===== config.mk =====
export PLATFORM = sky130hd
export DESIGN_NAME = led_step_scheduler
export DESIGN_NICKNAME = d
export VERILOG_FILES = /design/src/rtl/led_step_scheduler.sv
export SDC_FILE = /design/constraint.sdc
export NUM_CORES = 1
export LEC_CHECK = 0
export CORE_AREA = 5 5 42 44
export DETAILED_ROUTE_END_ITERATION = 10
export DIE_AREA = 0 0 47 49
export SYNTH_ARGS = -nofsm -noshare
export SYNTH_HDL_FRONTEND = slang
export SYNTH_SLANG_ARGS = --single-unit

===== constraint.sdc =====
create_clock -name clk -period 2.3 [get_ports clk]
set_clock_uncertainty 0.2 [all_clocks]
set_input_delay 0.575 -clock clk [delete_from_list [all_inputs] [get_ports clk]]
set_output_delay 0.575 -clock clk [all_outputs]
set_load 0.02 [all_outputs]

===== src/rtl/led_step_scheduler.sv =====
// Turns debounced button presses into single-cycle inc/dec steps for the LED counter,
// with optional hold-to-auto-repeat (enabled by defining LED_AUTO_REPEAT_EN).
module led_step_scheduler #(
    parameter int B             = 4,
    parameter int HOLD_CYCLES   = 50_000_000,
    parameter int REPEAT_CYCLES = 10_000_000,
    parameter int SATURATE      = 1
) (
    input  logic         clk,
    input  logic         reset,
    input  logic         add_level,
    input  logic         sub_level,
    input  logic         add_edge,
    input  logic         sub_edge,
    output logic         inc,
    output logic         dec,
    output logic [B-1:0] count,
    output logic [1:0]   state
);

    logic step_req;
    logic step_dir;  // 0 = add, 1 = sub
    logic blocked;
    logic inc_nxt;
    logic dec_nxt;

`ifdef LED_AUTO_REPEAT_EN
    localparam int MAXC = (HOLD_CYCLES > REPEAT_CYCLES) ? HOLD_CYCLES : REPEAT_CYCLES;
    localparam int TW   = (MAXC > 1) ? $clog2(MAXC) : 1;

    typedef enum logic [1:0] {
        IDLE   = 2'b00,
        HOLD   = 2'b01,
        REPEAT = 2'b10
    } state_t;

    state_t        state_q, state_nxt;
    logic          dir_q, dir_nxt;
    logic [TW-1:0] timer, timer_nxt;
    logic          sel_level;
    logic          opp_edge;

    always_ff @(posedge clk or posedge reset) begin
        if (reset) begin
            state_q <= IDLE;
            dir_q   <= 1'b0;
            timer   <= '0;
        end else begin
            state_q <= state_nxt;
            dir_q   <= dir_nxt;
            timer   <= timer_nxt;
        end
    end

    always_comb begin
        state_nxt = state_q;
        dir_nxt   = dir_q;
        timer_nxt = timer;
        step_req  = 1'b0;
        step_dir  = dir_q;
        sel_level = dir_q ? sub_level : add_level;
        opp_edge  = dir_q ? add_edge : sub_edge;
        case (state_q)
            IDLE: begin
                timer_nxt = '0;
                // simultaneous presses cancel each other
                if (add_edge ^ sub_edge) begin
                    state_nxt = HOLD;
                    dir_nxt   = sub_edge;
                    step_req  = 1'b1;
                    step_dir  = sub_edge;
                end
            end
            HOLD, REPEAT: begin
                if (!sel_level || opp_edge) begin
                    state_nxt = IDLE;
                    timer_nxt = '0;
                end else if ((state_q == HOLD   && timer == TW'(HOLD_CYCLES - 1)) ||
                             (state_q == REPEAT && timer == TW'(REPEAT_CYCLES - 1))) begin
                    state_nxt = REPEAT;
                    timer_nxt = '0;
                    step_req  = 1'b1;
                end else begin
                    timer_nxt = timer + TW'(1);
                end
            end
            default: begin
                state_nxt = IDLE;
                timer_nxt = '0;
            end
        endcase
    end

    assign state = state_q;
`else
    // levels only matter for auto-repeat
    wire unused_levels = ^{add_level, sub_level};

    assign step_req = add_edge ^ sub_edge;
    assign step_dir = sub_edge;
    assign state    = 2'b00;
`endif

    // saturation suppresses the pulse but leaves FSM timing untouched
    assign blocked = (SATURATE != 0) && (step_dir ? (count == '0) : (count == '1));
    assign inc_nxt = step_req && !step_dir && !blocked;
    assign dec_nxt = step_req &&  step_dir && !blocked;

    always_ff @(posedge clk or posedge reset) begin
        if (reset) begin
            inc   <= 1'b0;
            dec   <= 1'b0;
            count <= '0;
        end else begin
            inc <= inc_nxt;
            dec <= dec_nxt;
            if (inc_nxt)
                count <= count + B'(1);
            else if (dec_nxt)
                count <= count - B'(1);
        end
    end

endmodule


Yosys cells after proc, flatten, opt, wreduce, memory -nomap -nowiden --
Cells that the tools add are included.
Operators by class: $add $sub $neg 2, eq/ne operators 1, muxes and demuxes 3, bitwise logic cells 1, reductions and logical operators 8
Operators with widths (count):
- 4-bit 2-to-1 mux | 2
- 4-bit by 1-bit adder with 4-bit output (second input constant) | 1
- 4-bit == test (second input constant) | 1
- 1-bit logical AND | 4
- 4-bit zero test | 1
- 4-bit by 1-bit subtractor with 4-bit output (second input constant) | 1
- 1-bit zero test | 2
- 2-bit nonzero test | 1
- 1-bit 2-to-1 mux | 1
- 1-bit bitwise XOR | 1
Word-level totals: register bits after elaboration 6, input bits 6, output and inout bits 8, logic and storage cells 18

Logic depth before layout (Yosys ltp) --
Gate-level depths: netlist of run 1.
word-level depth 6, depth in mapped cells 7, mapped depth without buffers 7

Worst setup path before layout of run 1 --
No wires, ideal clock.
path kind in2reg, start input sub_edge, end register count[3], setup time 0.080 ns, arrival time 1.810 ns, data required time 2.020 ns, path slack 0.210 ns, stages 6, path buffers 0, path through nand3b_2 -> ha_1 -> a21o_1 -> a21oi_1 -> mux2i_1 -> xor2_1
Between the ends: longest elaborated chain between the ends 4, elaborated cells between the ends (all ways) 10, classes of those cells 2 x mux; 1 x bitwise; 7 x reduce/logical
Ends and longest elaborated chain:
- from (decl) | RTL line 14 | input logic sub_edge,
- 1-bit bitwise XOR, or another cell as far along | RTL line 99 | assign step_req = add_edge ^ sub_edge;
- 1-bit logical AND, or another cell as far along | RTL line 106 | assign inc_nxt = step_req && !step_dir && !blocked;
- 1-bit logical AND (on tied branches) | RTL line 106, 107
- 4-bit 2-to-1 mux / 2-bit nonzero test (equally long branches)
- to (signal assigned) | RTL line 118 | count <= count + B'(1);
- to (signal assigned) | RTL line 120 | count <= count - B'(1);
- to (decl) | RTL line 17 | output logic [B-1:0] count,
Parallel ways exist; a longest one is shown, timed or not. A chain may end at the register's enable or synchronous reset.

Final worst setup path of run 1 --
start input sub_edge, end register count[2]
Same word-level chain as after synthesis.

==> results of run 1 <==
## cell type report
type | instances | area share [%]
repair buffers | 13 | 23.30
clock buffers | 3 | 4.369
multi-input cells | 18 | 37.14
inverters | 3 | 2.184
flip-flops and latches | 6 | 29.13
well taps | 16 | 3.883
## synthesized netlist by cell type, drive strengths merged
cell    n  area [um^2]
nand2   1        6.260
buf     2        15.01
a21o    1        7.510
inv     3        11.26
mux2    2        22.52
mux2i   1        10.01
or4     1        7.510
nand4   1        6.260
a21oi   1        5.000
nand3b  2        22.52
dfrtp   6        150.1
conb    1        3.750
ha      2        25.02
xor2    3        26.28
fa      1        20.02
## routing by layer
metal,global-route usage (%),vias up,wire length (um)
li1,-,121,-
met1,6.982,121,300
met2,8.597,7,293
met3,3.321,0,49
met4,2.765,0,0
met5,0,-,0
## through the flow
| step | cell area [um^2] | utilization [%] | TNS [ns] | cells | setup WS [ns] |
|---|---|---|---|---|---|
| after floorplan | 342.8 | - | 0 | 29 | 0.2105 |
| after global placement | 467.9 | 33.39 | -0.5382 | 56 | -0.2259 |
| after detailed placement | 467.9 | 33.39 | -0.6035 | 56 | -0.2553 |
| after CTS | 494.2 | 35.27 | 0 | 59 | 0.01594 |
| after global routing | 515.5 | 36.79 | 0 | 59 | 0.03758 |
| final | 515.5 | 36.79 | 0 | 59 | 0.06567 |
## worst max-delay path: cells and delay by family
family / cells / cell delay (ns)
muxes: 1 / 0.28
xor gates and xnor gates: 1 / 0.15
and+or+nand+nor: 1 / 0.17
adders and majority gates: 1 / 0.37
buffers and inverters: 2 / 0.60
## what timing repair did
action / in CTS / in global routing
endpoints found under the setup margin: 1 / 2
pin swaps: 0 / 1
resized for setup: 1 / 2
## logic make-up (layout without fill, tap and decap cells)
kind of cell,count (synthesis),count (layout),synth area share [%]
compound gates,2,2,3.689
flops,6,6,44.28
other cells,1,2,1.106
xor+xnor,3,3,7.750
mux,3,3,9.594
buf+inv,5,19,7.748
fa+ha+maj,3,3,13.28
simple gates,5,5,12.55
## path summary, 6_finish.rpt
path,startpoint,endpoint,cells after the start
max,sub_edge,count[2],6
min,count[3],count[3],1
max reg2reg,count[0],count[2],6
min reg2reg,count[3],count[3],1
max in group asynchronous,reset,count[1],2
min in group asynchronous,reset,dec,2
## power groups by stage
stage / Clock, W / Combinational [W] / Sequential [W]
2_1_floorplan: 0 / 0.000137 / 0.000247
3_3_place_gp: 0 / 0.000302 / 0.000208
3_5_place_dp: 0 / 0.000305 / 0.000210
4_1_cts: 0.0000955 / 0.000317 / 0.000209
5_1_grt: 0.000103 / 0.000350 / 0.000223
6_report: 0.0000904 / 0.000326 / 0.000212
## state kept, by name (all words and copies together), names as in the netlist
signal	cells
count	4
dec	1
inc	1
==> qor.csv, run 1 <==
metric,value,unit
"Reg clk slew, reported paths",0.04,ns
Final Power,0.0006278,W
Rows,14,
# diodes,0,
crit end category,register,
antenna-violating nets left,0,
Clk pwr share,14.4,%
CTS tree,built,
worst setup path class,in -> reg,
"Arr. time, crit path",2.15,ns
Vert. Die Dim,49,um
"commonest non-fill, non-tap cell in the layout",clkdlybuf4s50_1,
sw frac,38.49,%
slowest CP cell,clkdlybuf4s50_1,
number of synthesized register bits,6,
H-tree lvl count,1,
NumNets Final,54,
Crit path required time,2.21,ns
post-synthesis sequential area ratio,44.28,%
Post-Syn Area,339.1,um^2
Via-to-Cell Ratio,4.220,
Residual DRC,0,
Achievable Freq,447.6,MHz
Root Driver,clkbuf_4,
initial antenna violation count,0,
Iter 0 DRT Violations,0,
Hold Crit Class,reg -> reg,
first-pass GRT wire length,945,um
final hold vios,0,
final setup fails,0,
most frequent cells in the layout,"clkdlybuf4s50_1 (9), dfrtp_1 (6), buf_4 (4)",
Detailed Routing Iterations Pass 1,1,
number of global-route vias before repair,222,
startpoint types,input port,
final estimated routing congestion in global placement,0.6623,
Layout fillers,164,
Total Wirelength,643,um
Port Buffers,9,
clk_lat worst skew,0.23,ns
core area,1401,um^2
Max VDD drop,0.5827,mV
Mapped Cells,28,
routed vias,249,
yosys warns,0,
max-slew violations,0,
Multi-input gate area,191.4,um^2
Min Hold Slack,0.3162,ns
die area,2303,um^2
share of layout cells above drive strength 1,27.91,%
max cap viols,0,
Logic pwr share,51.9,%
CP Max Fanout,3,
crit path cell chain,clkdlybuf4s50_1 -> nand3b_4 -> buf_4 -> fa_1 -> xor2_1 -> mux2_1,
NetSw,0.0002416,W
Cell variety after synth,15,
io pins,14,
largest stage delay on the critical path,0.44,ns
die width,47,um
# clock sinks,6,
crit path time final,2.234,ns
RSZ-0062 raised after global routing,false,
pwr/cell area,1218,nW/um^2
syn avg cell area,12.11,um^2
outcome,"finished, final reports clean",
maximum clock path buffer count,2,
Post-CTS Hold Fix Bufs,0,
Reg area,150.1,um^2
Starting Density,24.20,%
HPWL Detailed,519.6,um
grt total ovfl,0,
internal power,0.0003862,W
GR Util All Layers,5.962,%
LEAKAGE,0.2461,nW
postcts setup bufs,0,
flop-to-flop setup slack,0.29,ns
Routed WL per cell,10.90,um
largest net degree at the start of global routing,7,
Area growth syn-to-layout,52.03,%
share of power burned in registers,33.7,%
total CTS buffers,3,
fin crit share,97.14,%
Power figures use the tool's default switching activity.
==> run 2: changes to the inputs <==
- CAP_MARGIN: default -> 25
- SKIP_LAST_GASP: default -> 1
==> results of run 2 <==
Same layout as run 1: the final DEF is identical, and so are final timing and power.
==> RTL edit: new RTL, settings of run 1 <==
Put one more register stage on the output `count`. The value now appears one clock later. The other outputs are not delayed to match.
--- a/src/rtl/led_step_scheduler.sv
+++ b/src/rtl/led_step_scheduler.sv
@@ -17,6 +17,8 @@
     output logic [B-1:0] count,
     output logic [1:0]   state
 );
+
+    logic [B-1:0] count_s0;
 
     logic step_req;
     logic step_dir;  // 0 = add, 1 = sub
@@ -102,7 +104,7 @@
 `endif
 
     // saturation suppresses the pulse but leaves FSM timing untouched
-    assign blocked = (SATURATE != 0) && (step_dir ? (count == '0) : (count == '1));
+    assign blocked = (SATURATE != 0) && (step_dir ? (count_s0 == '0) : (count_s0 == '1));
     assign inc_nxt = step_req && !step_dir && !blocked;
     assign dec_nxt = step_req &&  step_dir && !blocked;
 
@@ -110,15 +112,19 @@
         if (reset) begin
             inc   <= 1'b0;
             dec   <= 1'b0;
-            count <= '0;
+            count_s0 <= '0;
         end else begin
             inc <= inc_nxt;
             dec <= dec_nxt;
             if (inc_nxt)
-                count <= count + B'(1);
+                count_s0 <= count_s0 + B'(1);
             else if (dec_nxt)
-                count <= count - B'(1);
+                count_s0 <= count_s0 - B'(1);
         end
+    end
+
+    always_ff @(posedge clk) begin
+        count <= count_s0;
     end
 
 endmodule
Check against the original RTL: not equivalent (a bounded check fails within 4 cycles, from zero or initial values and one cycle with reset high).
==> RTL edit against run 1 <==
Cell count rose by 6.8%; count of clock-buffer cells in the layout rose by 1; routed wire length rose by 14%; largest power group unchanged; setup slack improved by 2.0 ps; final area rose by 15%; sequential power rose by 54%; utilization rose by 5.6 points; sequential cell count rose by 4; synthesized cell count rose by 14%; total power rose by 23%; sequential share of layout area rose by 9.6 points; global-route usage rose by 1.7 points; area after synthesis rose by 24%; die area did not move.
==> RTL edit: results (changes against run 1) <==
outcome=finished, final reports clean; clock transition at the registers of the reported paths=60 ps (+20 ps); most area-consuming cells after synthesis=sky130_fd_sc_hd__dfrtp_1 (36%), sky130_fd_sc_hd__dfxtp_1 (19%), sky130_fd_sc_hd__xor2_1 (6.3%); Post-DP HPWL=625.8 µm (+20%); Worst R2R Setup Slack=270 ps (-20 ps); initial drt markers=0 (unchanged); crit path from=sub_edge; CP top delay family=buffers and inverters; FF-to-FF End=count_s0[2]$_DFFE_PP0P_; number of nets in the final layout=57 (+5.6%); commonest cells in the netlist=sky130_fd_sc_hd__dfrtp_1 (6), sky130_fd_sc_hd__dfxtp_1 (4), sky130_fd_sc_hd__inv_1 (3), sky130_fd_sc_hd__xor2_1 (3); number of library cell types mapped by synthesis=16 (+1); vias in the first global route=310 (+40%); setup slack at placement=-312.6 ps (-57.29 ps); Hold Crit Depth=0 (-1); critical hold path startpoint=count_s0[3]$_DFFE_PP0P_; sequential cell power=0.000326 W (+54%); CTS resizes=2 (+1); portion of netlist area occupied by mux cells=7.761% (-1.8 points); Final Wtd Congestion=0.7969 (+20%); overall fraction of global-route tracks in use=7.692% (+1.7 points); Routed Wire Length=735 µm (+14%); Compound-Gate Fraction of Synth Area=2.985% (-0.70 points); r2r worst-path depth=6 (unchanged); global-route wire length before repair=1269 µm (+34%); final period utilization=97.06% (about the same); static power due to leakage=0.2857 nW (+16%); Skew-Pair Late Insertion Delay=250 ps (+20 ps); Regs by FF count=count: 4 flops, count_s0: 4 flops; worst hold path endpoint=count[3]$_DFF_P_; via density per instance=4.254 (+0.80%); fraction of layout cells with a size suffix above 1=23.40% (-4.5 points); total internal power=0.0005002 W (+30%); global-route met2 utilization=12.44% (+3.8 points); area share of fa/ha/maj cells after synthesis=10.75% (-2.5 points); part of the Yosys area used for sequential elements=54.93% (+11 points); post-placement cell area=540.5 µm² (+16%); global-route met1 utilization=8.656% (+1.7 points); part of the power in registers=42.3% (+8.6 points); Power Clock=0.000114 W (+26%); RR Startpoint=count_s0[0]$_DFFE_PP0P_; Max IR drop VDD=0.3879 mV (-33%); FFs w/ async S/R, synth=60.00% (-40 points)
==> RTL edit: per-layer routing <==
| metal | share of wire (%) | wire length (µm) | up-vias |
|---|---|---|---|
| li1 | - | - | 132 |
| met1 | 34 | 253 | 126 |
| met2 | 56 | 409 | 8 |
| met3 | 7.3 | 54 | 2 |
| met4 | 2.3 | 17 | 0 |
| met5 | 0 | 0 | - |
==> RTL edit: through the flow <==
stage | setup TNS [ps] | util [%] | instances | hold slack [ps]
floorplan | 0 | - | 33 | 166.0
global placement | -499.9 | 38.57 | 59 | 226.1
detailed placement | -727.8 | 38.57 | 59 | 244.5
CTS | 0 | 41.34 | 63 | 258.1
global route | -3.482 | 42.41 | 63 | 281.8
finish | 0 | 42.41 | 63 | 249.7
==> RTL edit: area by class of cell <==
cell class / instances / area (µm²)
timing repair buffer: 12 / 115.1
fill: 148 / 807.0
sequential: 10 / 230.2
inverter: 3 / 11.26
multi-input combinational: 18 / 191.4
clock buffer: 4 / 26.28
tap: 16 / 20.02
